==> src/rtl/uart_rx_frontend.sv <==
// uart_rx_frontend: 8N1 UART receiver with synchronizer, glitch filter, holding register and error flags
//   clk_48mhz  : system clock, all logic on rising edge
//   reset_n    : asynchronous active-low reset
//   uart_rx_in : raw serial line, idles high, asynchronous to clk_48mhz
//   rx_data    : received byte, valid while rx_valid = 1
//   rx_valid   : holding register full
//   rx_ready   : consumer accepts the byte when rx_valid & rx_ready
//   frame_err  : one-cycle pulse on a bad stop bit
//   overrun    : sticky, a completed byte was dropped because the holding register was full
//   clr_err    : synchronous clear of overrun (a simultaneous set wins)
module uart_rx_frontend #(
    parameter int CLK_FREQ = 48000000,
    parameter int BAUD     = 115200
) (
    input  logic       clk_48mhz,
    input  logic       reset_n,
    input  logic       uart_rx_in,
    output logic [7:0] rx_data,
    output logic       rx_valid,
    input  logic       rx_ready,
    output logic       frame_err,
    output logic       overrun,
    input  logic       clr_err
);
    localparam int CLKS_PER_BIT = CLK_FREQ / BAUD;
    localparam int HALF_BIT     = CLKS_PER_BIT / 2;
    localparam int TW           = (CLKS_PER_BIT > 2) ? $clog2(CLKS_PER_BIT) : 1;
    localparam logic [TW-1:0] T_HALF = TW'(HALF_BIT - 1);
    localparam logic [TW-1:0] T_FULL = TW'(CLKS_PER_BIT - 1);

    typedef enum logic [2:0] {IDLE, START, DATA, STOP, WAIT_IDLE} state_t;

    state_t        state, state_nx;
    logic          sync1, rx_s;
    logic [TW-1:0] timer;
    logic [2:0]    bit_idx;
    logic [7:0]    shreg;
    logic          tmr_clr, shift_en, good, bad;

    always_ff @(posedge clk_48mhz or negedge reset_n)
        if (!reset_n) state <= IDLE;
        else          state <= state_nx;

    always_comb begin
        state_nx = state;
        tmr_clr  = 1'b0;
        shift_en = 1'b0;
        good     = 1'b0;
        bad      = 1'b0;
        case (state)
            IDLE: begin
                tmr_clr = 1'b1;
                if (!rx_s) state_nx = START;
            end
            START:
                if (timer == T_HALF) begin
                    tmr_clr  = 1'b1;
                    state_nx = rx_s ? IDLE : DATA;
                end
            DATA:
                if (timer == T_FULL) begin
                    tmr_clr  = 1'b1;
                    shift_en = 1'b1;
                    if (bit_idx == 3'd7) state_nx = STOP;
                end
            STOP:
                if (timer == T_FULL) begin
                    tmr_clr  = 1'b1;
                    good     = rx_s;
                    bad      = !rx_s;
                    state_nx = rx_s ? IDLE : WAIT_IDLE;
                end
            WAIT_IDLE: begin
                tmr_clr = 1'b1;
                if (rx_s) state_nx = IDLE;
            end
            default: state_nx = IDLE;
        endcase
    end

    // Synchronizer resets to the idle level so a reset never fakes a start edge.
    always_ff @(posedge clk_48mhz or negedge reset_n)
        if (!reset_n) begin
            sync1   <= 1'b1;
            rx_s    <= 1'b1;
            timer   <= '0;
            bit_idx <= '0;
            shreg   <= '0;
        end else begin
            sync1   <= uart_rx_in;
            rx_s    <= sync1;
            timer   <= tmr_clr ? '0 : timer + TW'(1);
            bit_idx <= (state != DATA) ? 3'd0 : shift_en ? bit_idx + 3'd1 : bit_idx;
            shreg   <= shift_en ? {rx_s, shreg[7:1]} : shreg;
        end

    // A byte may load when the register is empty or is being emptied this cycle.
    always_ff @(posedge clk_48mhz or negedge reset_n)
        if (!reset_n) begin
            rx_data   <= '0;
            rx_valid  <= 1'b0;
            frame_err <= 1'b0;
            overrun   <= 1'b0;
        end else begin
            frame_err <= bad;
            if (good && (!rx_valid || rx_ready)) begin
                rx_data  <= shreg;
                rx_valid <= 1'b1;
            end else if (rx_valid && rx_ready) begin
                rx_valid <= 1'b0;
            end
            overrun <= (good && rx_valid && !rx_ready) ? 1'b1 : clr_err ? 1'b0 : overrun;
        end
endmodule

==> config.mk <==
export PLATFORM = sky130hd
export DESIGN_NAME = uart_rx_frontend
export DESIGN_NICKNAME = d
export VERILOG_FILES = /design/src/rtl/uart_rx_frontend.sv
export SDC_FILE = /design/constraint.sdc
export NUM_CORES = 1
export LEC_CHECK = 0
export CAP_MARGIN = 20
export CORE_MARGIN = 2
export CORE_UTILIZATION = 59
export CTS_CLUSTER_SIZE = 20
export DETAILED_ROUTE_END_ITERATION = 10
export MAX_ROUTING_LAYER = met4
export PLACE_DENSITY = 0.84
export REMOVE_ABC_BUFFERS = 1
export SLEW_MARGIN = 15
export SYNTH_ARGS = -nofsm -noshare
export SYNTH_HDL_FRONTEND = slang
export SYNTH_SLANG_ARGS = --single-unit
==> constraint.sdc <==
create_clock -name clk_48mhz -period 2.8 [get_ports clk_48mhz]
set_input_delay 0.42 -clock clk_48mhz [delete_from_list [all_inputs] [get_ports clk_48mhz]]
set_output_delay 0.42 -clock clk_48mhz [all_outputs]
set_load 0.01 [all_outputs]
Word level (Yosys, flattened, before mapping)
Cells that the tools add are included.
{"block": "word_totals", "in_bits": 5, "ff_bits": 36, "out_inout_bits": 11, "wordCells": 65}
{"block": "op_classes", "addsub": 2, "n_eq_ne": 14, "n_reduce_logical": 15, "mux": 24}
{"operator": "two-way mux 3 bit", "count": 9}
{"operator": "case mux 3 bit (5 select lines)", "count": 1}
{"operator": "!= test 2 bit, second input constant", "count": 6}
{"operator": "two-way mux 1 bit", "count": 11}
{"operator": "adder 9 x 1 -> 9 bit, second input constant", "count": 1}
{"operator": "equality test 9 x 8 -> 1 bit, second input constant", "count": 1}
{"operator": "equality test 9 bit, second input constant", "count": 1}
{"operator": "two-way mux 9 bit", "count": 1}
{"operator": "equality test 3 x 2 -> 1 bit, second input constant", "count": 2}
{"operator": "equality test 3 bit, second input constant", "count": 2}
{"operator": "AND reduction 6 bit", "count": 1}
{"operator": "nonzero test 2 bit", "count": 3}
{"operator": "logical AND 1 bit", "count": 4}
{"operator": "OR reduction 2 bit", "count": 2}
{"operator": "adder 3 x 1 -> 3 bit, second input constant", "count": 1}
{"operator": "equality test 3 x 1 -> 1 bit, second input constant", "count": 1}
{"operator": "logical NOT 1 bit", "count": 3}
{"operator": "logical NOT 3 bit", "count": 1}
{"operator": "!= test 3 x 2 -> 1 bit, second input constant", "count": 1}
{"operator": "case mux 1 bit (3 select lines)", "count": 1}
{"operator": "two-way mux 2 bit", "count": 1}
{"operator": "logical OR 1 bit", "count": 1}

Logic depth before layout (Yosys ltp)
{"block": "logic_depth", "word_depth": 6, "ltp_mapped": 7, "mapped_depth_nobuf": 5}

Least setup slack after synthesis
No wires, ideal clock.
{"block": "synth_timing", "path_kind": "reg2reg", "startpoint": "register timer[0]", "endpoint": "register rx_data[0]", "path_stages_with_launch": 7, "required_time_ps": 2675, "setup_time_ps": 125, "arrival_ps": 1695, "slack_ps": 980, "period_less_slack_ps": 1820, "cell_sequence": "dfrtp_1 > ha_1 > and3_1 > buf_6 > nand4_4 > nor3_4 > mux2_2"}
{"block": "synth_via", "elab_chain_cells": 4}
{"element": "start: declaration", "line": "35", "text": "logic [TW-1:0] timer;"}
{"element": "start signal: assignment", "line": "92", "text": "timer <= tmr_clr ? '0 : timer + TW'(1);"}
{"element": "equality test 9 bit", "line": "67", "text": "if (timer == T_FULL) begin"}
{"element": "two-way mux 1 bit", "line": "67"}
{"element": "two-way mux 1 bit", "line": "50", "text": "case (state)"}
{"element": "logical AND 1 bit", "line": "106", "text": "if (good && (!rx_valid || rx_ready)) begin"}
{"element": "end signal: assignment", "line": "107", "text": "rx_data <= shreg;"}
{"element": "end: declaration", "line": "18", "text": "output logic [7:0] rx_data,"}
Every way passes these cells.
A chain may end at the register's enable or synchronous reset.

Worst setup path after layout
{"block": "layout_timing", "startpoint": "register timer[0]", "endpoint": "register shreg[6]"}
{"block": "layout_via", "elab_chain_cells": 3}
{"element": "equality test 9 bit", "line": "61", "text": "if (timer == T_FULL) begin"}
{"element": "two-way mux 1 bit", "line": "61"}
{"element": "two-way mux 1 bit", "line": "50"}
{"element": "end signal: assignment", "line": "94", "text": "shreg <= shift_en ? {rx_s, shreg[7:1]} : shreg;"}
{"element": "end: declaration", "line": "37", "text": "logic [7:0] shreg;"}
Every way passes these cells.

==> key figures <==
Critical path
  • Slowest CP cell: or2_1
  • Worst Path Buf+Inv: 0
  • CP startpoint kind: flip-flop
  • Required time of the critical path: approximately 3000 ps
  • Crit path max fanout: 9
  • CP max stage delay: between 400 and 500 ps
  • Cell Chain, Critical Path: ha_1 -> and3_1 -> nand4_4 -> or2_1 -> mux2_4
  • CP Capture Type: flip-flop
  • CP arrival: 2320 ps
  • CP top delay family: simple AND/OR/NAND/NOR gates
  • Kind of critical path: flip-flop to flip-flop

Power and ir drop
  • Final Total Pwr: 0.825 mW
  • Power Density: around 460 nW/um^2
  • Peak supply drop: 426 uV
  • Leakage power total: 0.886 nW

Global route
  • Gr ovfl total: 0
  • Initial antenna violation count: 0
  • Total Routing Usage GR: 0.204
  • Largest net degree at the start of global routing: 37
  • First-pass GRT wire length: 4630 um
  • Vias in the first global route: 981

Min path
  • Min-delay worst type: flip-flop to flip-flop

Floorplan
  • I/O pin cnt: 16
  • Core area: 2520 sq um
  • Die X: 55.9 um
  • Num rows: 18
  • Starting Density: 0.629
  • DIE AREA: 3120 sq um
  • Chip height: 55.9 um

STA
  • Max-slew violations: 0
  • Final Hold Viols: 0
  • Worst Clk Skew: 4.96 ps
  • Final setup viols: 0
  • Worst Max-Slew Pin Slew: around 550 ps
  • Slew HR: 0.633
  • Unrepaired setup endpoints after global routing: no
  • Crit share post-route: 0.749
  • FMAX: 477 MHz
  • Minimum clock period after layout: 2100 ps
  • Fin Setup TNS: 0 ps

Synthesis
  • FF+latch count, synth: 36
  • Post-synth top cells: dfrtp_1, nor2_1, mux2_2, mux2_4
  • Post-synth EDFFs: 0
  • Ys Warns: 0
  • Mapped Cells: 123
  • Primary FF master, synth: dfrtp_1
  • Post-synthesis sequential area ratio: 0.569
  • Synth top area cells: dfrtp_1, mux2_4, mux2_2
  • Top-area cell type share of the netlist area: 0.536
  • Async set-reset flop share out of synthesis: 1.00
  • Largest area contributor in the netlist: dfrtp_1
  • Syn Area/Cell: 12.9 sq um
  • Synth cell types: 33
  • Synth Cell Area: about 1600 sq um
  • Count leader, synth: dfrtp_1

Clocking
  • Post-CTS setup buffers: 0
  • Number of buffers created by CTS: 5
  • Clock sinks: 36
  • Clock tree buffer depth: 2
  • # resized after CTS: 0
  • Worst-Skew Late Latency: 330 ps
  • Clock Pin Slew Worst Setup and Hold Paths: 90 ps
  • CTS H-Tree Depth: 2
  • Root Driver: clkbuf_4
  • CTS tree: built
  • Hold_buf cts: 0

Detailed routing
  • ANT nets after route: 0
  • DR DRC count: 0
  • Initial DRC count: 16
  • Drt wl/cell: 15.0 um
  • Avg Vias per Cell: 5.52
  • Vias: 961
  • WL final: 2610 um
  • Drt first pass iters: 4

Place
  • RD Place Congestion: 0.778
  • Hpwl dp: 1890 um
  • # port buffers: 15

Final layout
  • # nets final: 151
  • Layout area overhead: 14.1%
  • Ant diodes: 0
  • Layout cell share with drive strength beyond 1: 0.215

Job
  • Max-capacitance violation count: 0

Run status
  • Status: finished clean
report_power, final:
| group | internal [mW] | switching, mW | total, mW |
|---|---|---|---|
| registers | 0.522 | 0.00177 | 0.524 |
| clock network | 0.124 | 0.160 | 0.284 |
| logic | 0.00635 | 0.0110 | 0.0173 |
| total | 0.653 | 0.172 | 0.825 |
cell usage in the layout (no fill, tap or decap), types with 2 or more instances in the layout:
cell type,Yosys,final
clkbuf_4,0,5
nand3_1,4,4
nand2_1,6,6
xor2_1,4,4
nor3_1,2,2
inv_1,6,6
o21ai_0,2,2
and3_1,2,2
dfstp_2,2,2
xnor2_1,4,4
mux2_4,8,8
dfrtp_1,34,34
nor2_1,16,16
clkdlybuf4s50_1,0,15
mux2_2,8,8
clkbuf_1,0,2
mux2i_1,2,2
and2b_2,2,2
ha_1,3,3
registers in the layout (all words and copies together), names as in the netlist:
name       cells
overrun        1
sync1          1
rx_s           1
shreg          8
rx_data        8
state          3
rx_valid       1
frame_err      1
bit_idx        3
timer          9
metal layers:
layer  vias to the layer above  part of all wire  global-route usage
li1                        456                 -                   -
met5                         -                 0                   -
met1                       484              0.46               0.239
met3                         2             0.037              0.0721
met2                        19              0.50               0.325
met4                         0             0.010              0.0816
final cells by class:
| type | count | area [sq um] |
|---|---|---|
| well taps | 30 | 37.5 |
| fillers | 180 | 712 |
| clock buffers | 8 | 58.8 |
| repair buffers | 16 | 158 |
| inverters | 6 | 22.5 |
| multi-input cells | 78 | 631 |
| flip-flops and latches | 36 | 903 |
cell families (layout without fill, tap and decap cells):
logic type / Yosys count / after routing / share of synthesized area
muxes: 18 / 18 / 0.145
buffers and inverters: 9 / 30 / 0.0331
adders and majority gates: 3 / 3 / 0.0237
AOI/OAI and AO/OA: 8 / 8 / 0.0379
and+or+nand+nor: 41 / 41 / 0.147
DFF: 36 / 36 / 0.569
xor gates and xnor gates: 8 / 8 / 0.0442
per-stage QoR:
stage / util / setup slack, ps / area (sq um) / hold WS (ps) / std cells
after floorplan: - / 913 / 1560 / 124 / 120
after global placement: 0.694 / 791 / 1750 / 346 / 166
after detailed placement: 0.694 / 718 / 1750 / 348 / 166
after CTS: 0.718 / 700 / 1810 / 362 / 174
after global routing: 0.718 / 602 / 1810 / 364 / 174
final: 0.718 / 702 / 1810 / 361 / 174
worst paths after layout:
kind                          start  endpoint  slack [ps]  cells after the start
max reg2reg                timer[0]  shreg[6]         700                      5
min in group asynchronous   reset_n  timer[8]         490                      2
min reg2reg                   sync1      rx_s         360                      0
max                        timer[0]  shreg[6]         700                      5
min                           sync1      rx_s         360                      0
max in group asynchronous   reset_n     sync1        1970                      2
Note: power is estimated with default switching activity, not from simulation.
